==> src/rtl/simon_job_controller.sv <==
// Job sequencer between the UART frame receiver, the Simon32/64 encrypt/decrypt cores and the UART sender.
// One pending frame is buffered while a job runs; results wait in SEND until the sender accepts them.
module simon_job_controller #(
    parameter int TIMEOUT_CYCLES = 1023,
    parameter int CNT_W          = 10
) (
    input  logic         clk,
    input  logic         rst,
    input  logic         frame_valid,
    input  logic [103:0] frame_data,
    output logic         enc_start,
    output logic         dec_start,
    output logic [63:0]  core_key,
    output logic [31:0]  core_block,
    input  logic         enc_rdy,
    input  logic [31:0]  enc_result,
    input  logic         dec_rdy,
    input  logic [31:0]  dec_result,
    output logic         tx_valid,
    output logic [31:0]  tx_data,
    input  logic         tx_ready,
    output logic         busy,
    output logic [7:0]   drop_cnt,
    output logic         timeout_err,
    output logic [1:0]   dbg_state
);

    // tx handshake: tx_valid rises only in SEND and holds tx_data steady until a
    // cycle with tx_valid & tx_ready; that cycle is the single transfer.
    typedef enum logic [1:0] {
        S_IDLE   = 2'd0,
        S_LAUNCH = 2'd1,
        S_WAIT   = 2'd2,
        S_SEND   = 2'd3
    } state_t;

    localparam logic [CNT_W-1:0] TIMER_LAST = CNT_W'(TIMEOUT_CYCLES - 1);

    state_t           state_q, state_d;
    logic             slot_full_q, slot_full_d;
    logic [63:0]      slot_key_q;
    logic [31:0]      slot_block_q;
    logic             slot_mode_q;
    logic [63:0]      job_key_q;
    logic [31:0]      job_block_q;
    logic             job_mode_q;
    logic [CNT_W-1:0] timer_q, timer_d;
    logic             rdy_q;
    logic [31:0]      tx_data_q, tx_data_d;
    logic [7:0]       drop_cnt_q, drop_cnt_d;
    logic             timeout_err_q, timeout_err_d;

    logic             job_load;
    logic             slot_take;
    logic             sel_rdy;
    logic [31:0]      sel_result;
    logic             done;
    logic             unused_bits;

    assign unused_bits = ^frame_data[103:97];

    // Only the core chosen by the job's mode is observed.
    assign sel_rdy    = job_mode_q ? dec_rdy : enc_rdy;
    assign sel_result = job_mode_q ? dec_result : enc_result;
    assign done       = sel_rdy & ~rdy_q;

    // A frame may land in the slot in the same cycle IDLE moves the old one out.
    assign slot_take   = frame_valid & (~slot_full_q | job_load);
    assign slot_full_d = slot_take | (slot_full_q & ~job_load);
    assign drop_cnt_d  = (frame_valid && !slot_take && drop_cnt_q != 8'hff) ? drop_cnt_q + 8'd1 : drop_cnt_q;

    always_comb begin
        state_d       = state_q;
        timer_d       = timer_q;
        tx_data_d     = tx_data_q;
        timeout_err_d = timeout_err_q;
        job_load      = 1'b0;
        enc_start     = 1'b0;
        dec_start     = 1'b0;
        tx_valid      = 1'b0;
        case (state_q)
            S_IDLE: begin
                if (slot_full_q) begin
                    job_load = 1'b1;
                    state_d  = S_LAUNCH;
                end
            end
            S_LAUNCH: begin
                enc_start = ~job_mode_q;
                dec_start = job_mode_q;
                timer_d   = '0;
                state_d   = S_WAIT;
            end
            S_WAIT: begin
                // A completion in the final timer cycle still counts.
                if (done) begin
                    tx_data_d = sel_result;
                    state_d   = S_SEND;
                end else if (timer_q == TIMER_LAST) begin
                    timeout_err_d = 1'b1;
                    state_d       = S_IDLE;
                end else begin
                    timer_d = timer_q + CNT_W'(1);
                end
            end
            S_SEND: begin
                tx_valid = 1'b1;
                if (tx_ready) begin
                    state_d = S_IDLE;
                end
            end
            default: state_d = S_IDLE;
        endcase
    end

    always_ff @(posedge clk or posedge rst) begin
        if (rst) begin
            state_q       <= S_IDLE;
            slot_full_q   <= 1'b0;
            slot_key_q    <= '0;
            slot_block_q  <= '0;
            slot_mode_q   <= 1'b0;
            job_key_q     <= '0;
            job_block_q   <= '0;
            job_mode_q    <= 1'b0;
            timer_q       <= '0;
            rdy_q         <= 1'b0;
            tx_data_q     <= '0;
            drop_cnt_q    <= '0;
            timeout_err_q <= 1'b0;
        end else begin
            state_q       <= state_d;
            slot_full_q   <= slot_full_d;
            timer_q       <= timer_d;
            rdy_q         <= sel_rdy;
            tx_data_q     <= tx_data_d;
            drop_cnt_q    <= drop_cnt_d;
            timeout_err_q <= timeout_err_d;
            if (slot_take) begin
                slot_key_q   <= frame_data[95:32];
                slot_block_q <= frame_data[31:0];
                slot_mode_q  <= frame_data[96];
            end
            if (job_load) begin
                job_key_q   <= slot_key_q;
                job_block_q <= slot_block_q;
                job_mode_q  <= slot_mode_q;
            end
        end
    end

    assign core_key    = job_key_q;
    assign core_block  = job_block_q;
    assign tx_data     = tx_data_q;
    assign drop_cnt    = drop_cnt_q;
    assign timeout_err = timeout_err_q;
    assign busy        = (state_q != S_IDLE) | slot_full_q;
    assign dbg_state   = state_q;

endmodule

==> config.mk <==
export PLATFORM = sky130hd
export DESIGN_NAME = simon_job_controller
export DESIGN_NICKNAME = d
export VERILOG_FILES = /design/src/rtl/simon_job_controller.sv
export SDC_FILE = /design/constraint.sdc
export NUM_CORES = 1
export LEC_CHECK = 0
export CAP_MARGIN = 20
export CORE_MARGIN = 1
export CORE_UTILIZATION = 34
export DETAILED_ROUTE_END_ITERATION = 8
export HOLD_SLACK_MARGIN = 0.1
export PLACE_DENSITY = 0.6
export SETUP_SLACK_MARGIN = 0.5
export SLEW_MARGIN = 15
export SYNTH_ARGS = -nofsm -noshare
export SYNTH_HDL_FRONTEND = slang
export SYNTH_SLANG_ARGS = --single-unit
==> constraint.sdc <==
create_clock -name clk -period 10.88 [get_ports clk]
set_input_delay 1.088 -clock clk [delete_from_list [all_inputs] [get_ports clk]]
set_output_delay 1.088 -clock clk [all_outputs]
set_load 0.005 [all_outputs]
Word level (Yosys, flattened, before mapping)
Index checks and enable logic that the tools add are counted.

word-level totals
  register bits after elaboration = 249
  bits of input ports = 174
  output and inout port bits = 143
  word-level logic and storage cells = 61

operators by class
  add/subtract/negate cells = 2
  equality and inequality tests = 10
  muxes and demuxes = 15
  bitwise operators = 11
  reductions and logical operators = 10

operator list
  cell                                           number
  two-way mux 32 bit                             1
  two-way mux 10 bit                             2
  case mux 10 bit (2 select lines)               1
  adder 10 x 1 -> 10 bit, second input constant  1
  == test 10 bit, second input constant          1
  AND reduction 3 bit                            3
  adder 8 x 1 -> 8 bit, second input constant    1
  two-way mux 2 bit                              4
  != test 2 bit, second input constant           4
  != test 8 bit, second input constant           1
  case mux 2 bit (4 select lines)                1
  two-way mux 1 bit                              6
  inverter 1 bit                                 5
  == test 2 bit, second input constant           2
  nonzero test 2 bit                             2
  bitwise AND 1 bit                              3
  != test 3 bit, second input constant           1
  OR 1 bit                                       3
  == test 2 x 1 -> 1 bit, second input constant  1
  logical AND 1 bit                              2
  zero test 2 bit                                1
  AND reduction 2 bit                            1
  zero test 1 bit                                1

Logic depth before layout (Yosys ltp)
Gate-level depths: netlist (run 1).

  word-level depth = 7
  gate-level depth with buffers = 7
  gate-level depth less buffers = 6

Worst setup path after synthesis (run 1)
OpenSTA, ideal clock, no wires.

  kind = register to output
  start = reg job_mode_q
  end = out dec_start
  arrival time = 1.106 ns
  required time = 9.792 ns
  path slack = 8.686 ns
  cell stages (with the launch flop) = 5
  path buffers = 2
  cell sequence = dfrtp_1 > buf_6 > buf_1 > inv_1 > nor2_1

between the ends
  longest elaborated chain between the ends = 1

RTL lines
  element                   line  text
  start: declaration        46    logic job_mode_q;
  start signal: assignment  147   job_mode_q <= slot_mode_q;
  two-way mux 1 bit         81    case (state_q)
  end: declaration          12    output logic dec_start,

No other way between the ends.

Worst setup path in the final report (run 1)
Ends and elaborated chain as after synthesis.

==> results of run 1 <==
cells by family (layout without fill, tap and decap cells):
logic type	after synthesis	after routing	share of synthesized area
DFF	249	249	0.633
xor gates and xnor gates	8	8	0.00711
other	0	1	0
muxes	232	232	0.262
buffers and inverters	42	374	0.0213
adders and majority gates	3	3	0.00381
and+or+nand+nor	92	92	0.0447
AOI/OAI and AO/OA	49	49	0.0287
cell usage after synthesis, drive strengths merged:
library cell / number / area [µm²]
o211a: 1 / 10.0
and3: 1 / 6.26
xnor2: 1 / 8.76
or3: 4 / 25.0
a41oi: 1 / 8.76
o31ai: 2 / 20.0
nand2: 15 / 56.3
o21ai: 6 / 30.0
buf: 29 / 160
nor4: 3 / 18.8
nand2b: 3 / 18.8
nor3: 7 / 45.0
or2: 1 / 6.26
a21oi: 33 / 169
a31oi: 2 / 12.5
ha: 3 / 37.5
a2bb2oi: 1 / 8.76
mux2: 194 / 2180
o2bb2ai: 1 / 8.76
xor2: 7 / 61.3
a21o: 2 / 15.0
and4: 1 / 8.76
mux2i: 38 / 393
nand4: 4 / 25.0
nand3: 10 / 50.1
inv: 7 / 26.3
nor2: 40 / 150
clkbuf: 6 / 23.8
nor3b: 2 / 15.0
nor4b: 1 / 15.0
dfrtp: 249 / 6230
per-stage QoR:
step,hold WS [ns],std cells
final,0.477,1386
after global routing,0.506,1385
after CTS,0.484,1385
after detailed placement,0.476,1333
after global placement,0.468,1333
after floorplan,0.444,675
state kept, by name, summed over array words and instances (netlist names), 2 cells and up:
| register | cells |
|---|---|
| core_block | 32 |
| core_key | 64 |
| dbg_state | 2 |
| drop_cnt | 8 |
| slot_block_q | 32 |
| slot_key_q | 64 |
| timer_q | 10 |
| tx_data | 32 |
final timing paths:
check,start,end,slack (ns)
setup / recovery,job_mode_q,dec_start,7.41
hold / removal,timer_q[9],timer_q[9],0.48
setup reg to reg,job_mode_q,tx_data[13],8.29
hold reg to reg,timer_q[9],timer_q[9],0.48
max in group asynchronous,rst,tx_data[31],8.30
min in group asynchronous,rst,core_key[18],1.15
cell type report:
class | instances | area, µm²
Antenna cell | 1 | 2.50
Clock buffer | 37 | 786
Clock inverter | 15 | 228
Fill cell | 2431 | 13800
Inverter | 7 | 33.8
Multi-Input combinational cell | 384 | 3430
Sequential cell | 249 | 6230
Tap cell | 378 | 473
Timing Repair Buffer | 315 | 3140
report_power, final:
| part | total [W] | internal [W] | switching, W |
|---|---|---|---|
| Clock | 0.00102 | 0.000648 | 0.000375 |
| Sequential | 0.00166 | 0.00139 | 0.000267 |
| Combinational | 0.00158 | 0.00103 | 0.000553 |
| Total | 0.00426 | 0.00307 | 0.00120 |
per-layer routing:
metal / global-route usage / share of wire
met1: 0.196 / 0.42
met2: 0.250 / 0.49
met3: 0.0540 / 0.077
met4: 0.0331 / 0.016
met5: 0 / 0.00056
==> flow_metrics.py, run 1 <==
metrics = {
    "critical_path": {
        "worstPathRequired_ns": 9.79,
        "worst-r2r-cell-count": 5,
        "worstPathMaxFanout": 35,
        "path_cells": "inv_1 -> nor2_1 -> clkdlybuf4s50_1",
        "endpoint_kind": "output pin",
        "worst-setup-path-type": "reg2out",
        "slowest_stage": "dfrtp_2",
        "cp_top_family": "flip-flops",
        "critPathBufInv": 2,
        "crit_path_start_kind": "flip-flop",
        "worstSetupPathDepth": 3,
        "cp_slowest_stage_delay_ns": 1.03,
        "cp_data_arrival_time_ns": 2.38,
    },
    "sta": {
        "finalWorstSetupSlack_ns": 7.41,
        "clock.fmax_mhz": 288,
        "skew_ns": 0.0140,
        "setup_viol_count_final": 0,
        "fin_crit_sh": 0.319,
        "rsz0062_at_grt": "no",
        "tns_ns": 0,
        "relSlewSlack": 0.328,
        "finalMaxSlewViolations": 0,
        "period_minus_slack_ns": 3.47,
        "finalHoldViolations": 0,
        "tightest_slew_ns": 1.01,
    },
    "global_route": {
        "grt_pass1_vias": 6399,
        "grt-ovfl-total": 0,
        "antenna_found_initial": 2,
        "track_usage": 0.154,
        "grt_max_degree": 121,
        "grt_pass1_wl_mm": 35.7,
    },
    "final_layout": {
        "design_area_mm2": 0.0143,
        "final_nets": 1162,
        "most-common-layout-cells": "clkdlybuf4s50_1, dfrtp_1, mux2_2, nor2_1, mux2i_1",
        "final_util": 0.508,
        "layout_commonest_cell": "clkdlybuf4s50_1",
        "synthToLayoutAreaGrowth_pct": 45.4,
        "drive_gt1_frac": 0.253,
    },
    "cts": {
        "clockBufferDepth": 3,
        "clk_latency_ns": 0.53,
        "clkSinkCount": 249,
        "cts_tree": "built",
        "cts_inserted_buffers": 28,
        "path_clk_slew_ns": 0.06,
        "post_cts_resized": 0,
        "cts_hold_buf": 0,
        "cts_root_buf": "clkbuf_16",
        "cts_setup_buffers": 0,
        "htreeDepth": 1,
    },
    "synth": {
        "synth_warnings": 0,
        "synth-seq-area-share": 0.633,
        "synth-seq-cells": 249,
        "postSynthAreaPerCell_um2": 14.6,
        "synth_cell_types": 42,
        "synth_fp_nets": 852,
        "syn_area_mm2": 0.00985,
        "postSynthCellCount": 675,
    },
    "floorplanning": {
        "initial_core_util": 0.350,
        "ios": 317,
        "die_h_um": 172,
        "core_area_mm2": 0.0282,
        "die_area_mm2": 0.0297,
        "rows": 61,
        "die_w_um": 172,
    },
    "hold_path": {
        "hold_depth": 1,
        "hold_path.class": "reg2reg",
    },
    "power": {
        "finalPower_w": 0.00426,
        "power_density_mw_per_mm2": 298,
        "ir_worst_vdd_mv": 0.140,
        "power.leakage_nw": 5.97,
    },
    "routing": {
        "drt-initial-drc-count": 300,
        "wire_per_inst_um": 16.7,
        "vias": 6371,
        "antenna_left": 0,
        "first_pass_iters": 4,
        "wl_mm": 23.1,
        "viasPerCell": 4.60,
        "post-route-drc-count": 0,
    },
    "flow_run": {
        "cap_viol_max_count": 0,
    },
    "placed_design": {
        "post_dp_cell_area_mm2": 0.0133,
        "post-place-ws_ns": 7.40,
        "place_congestion": 0.807,
        "hpwlAfterDp_mm": 15.8,
        "port_buffers": 309,
    },
    "outcome": {
        "status": "completed",
    },
}
No activity file was read; power rests on OpenSTA's default activity.
==> inputs of run 2 (changes only) <==
- PLACE_DENSITY: 0.6 -> 0.62
- clock period: 10.88 -> 3.1 ns (I/O delays scaled with it)
==> run 2 against run 1 <==
  * Via count is 0.27% higher
  * Count of clock-buffer cells in the layout is 7 higher
  * Worst setup slack worse by 6.7 ns
  * Flip-flop and latch count stayed put
  * Cell area hardly changed
  * Die area stayed put
  * Sequential share of layout area hardly changed
  * Largest power group unchanged
  * First-iteration DRC count is 27% lower
==> flow_metrics.py, run 2 (same netlist as run 1, synthesis figures left out) <==
metrics = {
    "global_route": {
        "track_usage": 0.155,
        "grt_max_degree": 100,
        "grt-ovfl-total": 0,
        "grt_pass1_wl_mm": 36.0,
        "grt_pass1_vias": 6535,
        "antenna_found_initial": 0,
    },
    "routing": {
        "viasPerCell": 4.60,
        "drt-initial-drc-count": 220,
        "post-route-drc-count": 0,
        "first_pass_iters": 4,
        "antenna_left": 0,
        "wl_mm": 23.3,
        "wire_per_inst_um": 16.8,
        "vias": 6388,
    },
    "floorplanning": {
        "core_area_mm2": 0.0282,
        "ios": 317,
        "initial_core_util": 0.350,
        "rows": 61,
        "die_w_um": 172,
        "die_area_mm2": 0.0297,
        "die_h_um": 172,
    },
    "sta": {
        "clock.fmax_mhz": 422,
        "rsz0062_at_grt": "no",
        "setup_viol_count_final": 0,
        "finalMaxSlewViolations": 0,
        "period_minus_slack_ns": 2.37,
        "finalHoldViolations": 0,
        "hold_slack_ns": 0.206,
        "finalWorstSetupSlack_ns": 0.728,
        "tightest_slew_ns": 0.702,
        "skew_ns": 0.0191,
        "fin_crit_sh": 0.765,
        "relSlewSlack": 0.532,
    },
    "hold_path": {
        "hold_path.class": "in2async",
    },
    "power": {
        "finalPower_w": 0.0147,
        "power_density_mw_per_mm2": 1020,
        "power.leakage_nw": 5.96,
        "ir_worst_vdd_mv": 0.530,
    },
    "cts": {
        "path_clk_slew_ns": 0.06,
        "cts_inserted_buffers": 28,
        "clk_latency_ns": 0.53,
        "post_cts_resized": 0,
        "cts_root_buf": "clkbuf_16",
        "clkSinkCount": 249,
        "clockBufferDepth": 3,
        "cts_tree": "built",
        "cts_setup_buffers": 0,
        "htreeDepth": 1,
        "cts_hold_buf": 0,
    },
    "outcome": {
        "status": "completed",
    },
    "critical_path": {
        "endpoint_kind": "output pin",
        "worst-setup-path-type": "reg2out",
        "cp_data_arrival_time_ns": 2.06,
        "crit_path_start_kind": "flip-flop",
        "worstPathMaxFanout": 9,
        "worstPathRequired_ns": 2.79,
    },
    "final_layout": {
        "synthToLayoutAreaGrowth_pct": 45.3,
        "most-common-layout-cells": "clkdlybuf4s50_1, dfrtp_1, mux2_2, nor2_1, mux2i_1",
        "final_util": 0.508,
        "final_nets": 1168,
        "fillers": 2457,
        "drive_gt1_frac": 0.253,
        "layout_commonest_cell": "clkdlybuf4s50_1",
        "n_antenna_cell": 0,
    },
    "placed_design": {
        "hpwlAfterDp_mm": 15.8,
        "place_congestion": 0.815,
        "port_buffers": 309,
        "post-place-ws_ns": 0.998,
    },
    "flow_run": {
        "cap_viol_max_count": 0,
    },
}
-- run 2: layer usage --
metal  share of wire  vias to the layer above  GRT usage
li1                -                     3011          -
met1            0.42                     3182      0.198
met2            0.48                      159      0.251
met3           0.071                       36     0.0488
met4           0.023                        0     0.0431
met5               0                        -          0
-- run 2: report_power, final --
group / leakage (nW) / internal [W] / switching, W
Sequential: 2.94 / 0.00488 / 0.000886
Combinational: 2.57 / 0.00363 / 0.00202
Clock: 0.453 / 0.00197 / 0.00127
Total: 5.96 / 0.0105 / 0.00418
-- run 2: worst paths after layout --
| kind | cells after the start | slack (ns) | start | endpoint |
|---|---|---|---|---|
| min in group clk | 2 | 0.37 | frame_data[12] | slot_block_q[12] |
| setup reg to reg | 5 | 1.06 | job_mode_q | timer_q[7] |
| hold reg to reg | 1 | 0.47 | timeout_err | timeout_err |
| setup / recovery | 3 | 0.73 | dbg_state[1] | dec_start |
| max in group asynchronous | 3 | 2.07 | rst | slot_block_q[6] |
| hold / removal | 2 | 0.21 | rst | core_key[47] |
-- run 2: cell type report --
| class | instances | area, µm² | share of cell area |
|---|---|---|---|
| clock buffer | 44 | 862 | 0.0603 |
| clock inverter | 5 | 50.0 | 0.00350 |
| inverter | 7 | 30.0 | 0.00210 |
| multi-input combinational | 384 | 3430 | 0.240 |
| sequential | 249 | 6230 | 0.436 |
| tap | 378 | 473 | 0.0331 |
| timing repair buffer | 321 | 3230 | 0.226 |
-- run 2: critical path, stage by stage, from the launching register on --
cell,delay [ns]
dfrtp_1,0.49
nand2b_1,0.33
nor2_1,0.17
clkdlybuf4s50_1,0.55
-- run 2: metrics by stage --
stage | cell area, µm² | std cells | TNS [ns]
2_1_floorplan | 9850 | 675 | -120.44
3_3_place_gp | 13400 | 1339 | 0
3_5_place_dp | 13400 | 1339 | 0
4_1_cts | 14300 | 1388 | 0
5_1_grt | 14300 | 1388 | 0
6_report | 14300 | 1388 | 0
==> inputs of run 3 (changes only) <==
- clock period: 3.1 -> 1.9 ns (I/O delays scaled with it)
==> run 3 against run 2 <==
  * First-iteration DRC count increased by 31%
  * Critical endpoint is now core_block[20]
  * Cell area up 19%
  * Count of clock-buffer cells in the layout down 4
  * Hold slack got worse by 0.081 ns
  * Sequential power up 64%
  * Register-to-register slack got worse by 0.93 ns
==> flow_metrics.py, run 3 (same netlist as run 1, synthesis figures left out) <==
metrics = {
    "outcome": {
        "status": "completed",
    },
    "sta": {
        "rsz0062_at_grt": "yes",
        "period_minus_slack_ns": 1.77,
        "tightest_slew_ns": 0.521,
        "finalWorstSetupSlack_ns": 0.129,
        "skew_ns": 0.0114,
        "relSlewSlack": 0.652,
        "clock.fmax_mhz": 565,
        "setup_viol_count_final": 0,
        "fin_crit_sh": 0.932,
        "finalHoldViolations": 0,
        "finalMaxSlewViolations": 0,
    },
    "cts": {
        "clockBufferDepth": 3,
        "cts_root_buf": "clkbuf_16",
        "clk_latency_ns": 0.53,
        "cts_inserted_buffers": 27,
        "clkSinkCount": 249,
        "htreeDepth": 1,
        "cts_tree": "built",
        "cts_hold_buf": 0,
        "path_clk_slew_ns": 0.07,
    },
    "floorplanning": {
        "die_h_um": 172,
        "core_area_mm2": 0.0282,
        "rows": 61,
        "die_area_mm2": 0.0297,
        "ios": 317,
        "die_w_um": 172,
        "initial_core_util": 0.350,
    },
    "global_route": {
        "grt-ovfl-total": 0,
        "grt_pass1_vias": 7282,
        "grt_pass1_wl_mm": 41.5,
        "met2_usage": 0.298,
        "antenna_found_initial": 2,
        "grt_busiest_layer": "met2",
        "use_met1": 0.235,
        "grt_max_degree": 93,
        "met3_usage": 0.0508,
        "track_usage": 0.182,
    },
    "placed_design": {
        "place_congestion": 0.751,
        "port_buffers": 309,
        "dp.cells": 1353,
        "post-place-ws_ns": 0.105,
        "hpwlAfterDp_mm": 16.8,
    },
    "routing": {
        "wl_mm": 28.0,
        "post-route-drc-count": 0,
        "wire_per_inst_um": 18.4,
        "viasPerCell": 4.65,
        "antenna_left": 0,
        "vias": 7091,
        "drt-initial-drc-count": 288,
        "first_pass_iters": 4,
    },
    "power": {
        "power.leakage_nw": 7.83,
        "finalPower_w": 0.0287,
        "power_density_mw_per_mm2": 1690,
        "ir_worst_vdd_mv": 0.880,
    },
    "final_layout": {
        "final_util": 0.602,
        "layout_commonest_cell": "dfrtp_1",
        "most-common-layout-cells": "dfrtp_1, clkdlybuf4s50_1, mux2_4, mux2_2, clkdlybuf4s15_1",
        "fillers": 2165,
        "final_nets": 1303,
        "drive_gt1_frac": 0.420,
        "synthToLayoutAreaGrowth_pct": 72.3,
        "final-instance-count-excl-fill": 1525,
    },
    "critical_path": {
        "worst-setup-path-type": "reg2reg",
        "endpoint_kind": "flip-flop",
        "crit_path_start_kind": "flip-flop",
        "worstPathRequired_ns": 2.30,
        "worstPathMaxFanout": 8,
        "cp_data_arrival_time_ns": 2.18,
        "worst-r2r-cell-count": 7,
        "r2r-end": "core_block[20]",
        "rr_startpoint": "dbg_state[0]",
        "startpoint": "dbg_state[0]",
        "r2r_setup_slack_ns": 0.13,
    },
    "flow_run": {
        "cap_viol_max_count": 0,
    },
    "hold_path": {
        "hold_path.class": "in2async",
    },
}
## run 3: changes by cell type in the layout (fill, tap and decap cells not counted), sizes merged
| cell | before | now |
|---|---|---|
| diode | 0 | 2 |
| dlygate4sd2 | 0 | 4 |
| clkinvlp | 1 | 2 |
| clkdlybuf4s50 | 309 | 166 |
| clkbuf | 44 | 48 |
| clkdlybuf4s15 | 0 | 80 |
| dlymetal6s2s | 0 | 48 |
| buf | 12 | 151 |
| clkinv | 4 | 6 |
## run 3: report_power, final
group          internal (W)  switching [W]
registers           0.00799        0.00146
logic               0.00923        0.00489
clock network       0.00305        0.00211
total                0.0203        0.00847
## run 3: metal layers
layer,share of wire,wire length (µm)
met4,0.026,721
met2,0.48,13500
met1,0.42,11800
met5,0,0
met3,0.073,2040
## run 3: how the worst max path moves through the flow
stage	end	slack, ns	cells past startpoint
global placement	timer_q[9]	0.12	6
floorplan	core_block[0]	-1.56	1
CTS	busy	0.14	3
detailed placement	timer_q[9]	0.11	6
finish	core_block[20]	0.13	7
global route	core_block[20]	0.1	7
## run 3: through the flow
stage	setup TNS (ns)	instance area [µm²]	hold slack, ns
6_report	0	17000	0.125
5_1_grt	0	17000	0.148
4_1_cts	0	16200	0.107
3_5_place_dp	0	14100	0.463
3_3_place_gp	0	14100	0.449
2_1_floorplan	-389.36	10500	0.298
## run 3: cell type report
type                            instances  area (µm²)  share of cell area
Sequential cell                       249        6240               0.368
Timing Repair Buffer                  457        5110               0.301
Multi-Input combinational cell        384        4230               0.249
Clock buffer                           40         805              0.0474
Tap cell                              378         473              0.0279
Clock inverter                          8        71.3             0.00420
Inverter                                7        32.5             0.00192
Antenna cell                            2        5.00            0.000295
## run 3: critical path, cell delays in order, from the launching register on
cell     delay (ns)
dfrtp_2        0.41
buf_4          0.16
nor3b_4        0.23
buf_12         0.15
buf_12         0.15
buf_12         0.12
buf_16         0.13
mux2_4         0.31
## run 3: what timing repair did
item                                    in CTS  in global routing
endpoints found under the hold margin        0                  0
endpoints found under the setup margin     384                356
setup buffers                               66                 37
pin swaps                                    8                 17
gates cloned                                15                  4
gates resized for setup                    243                148
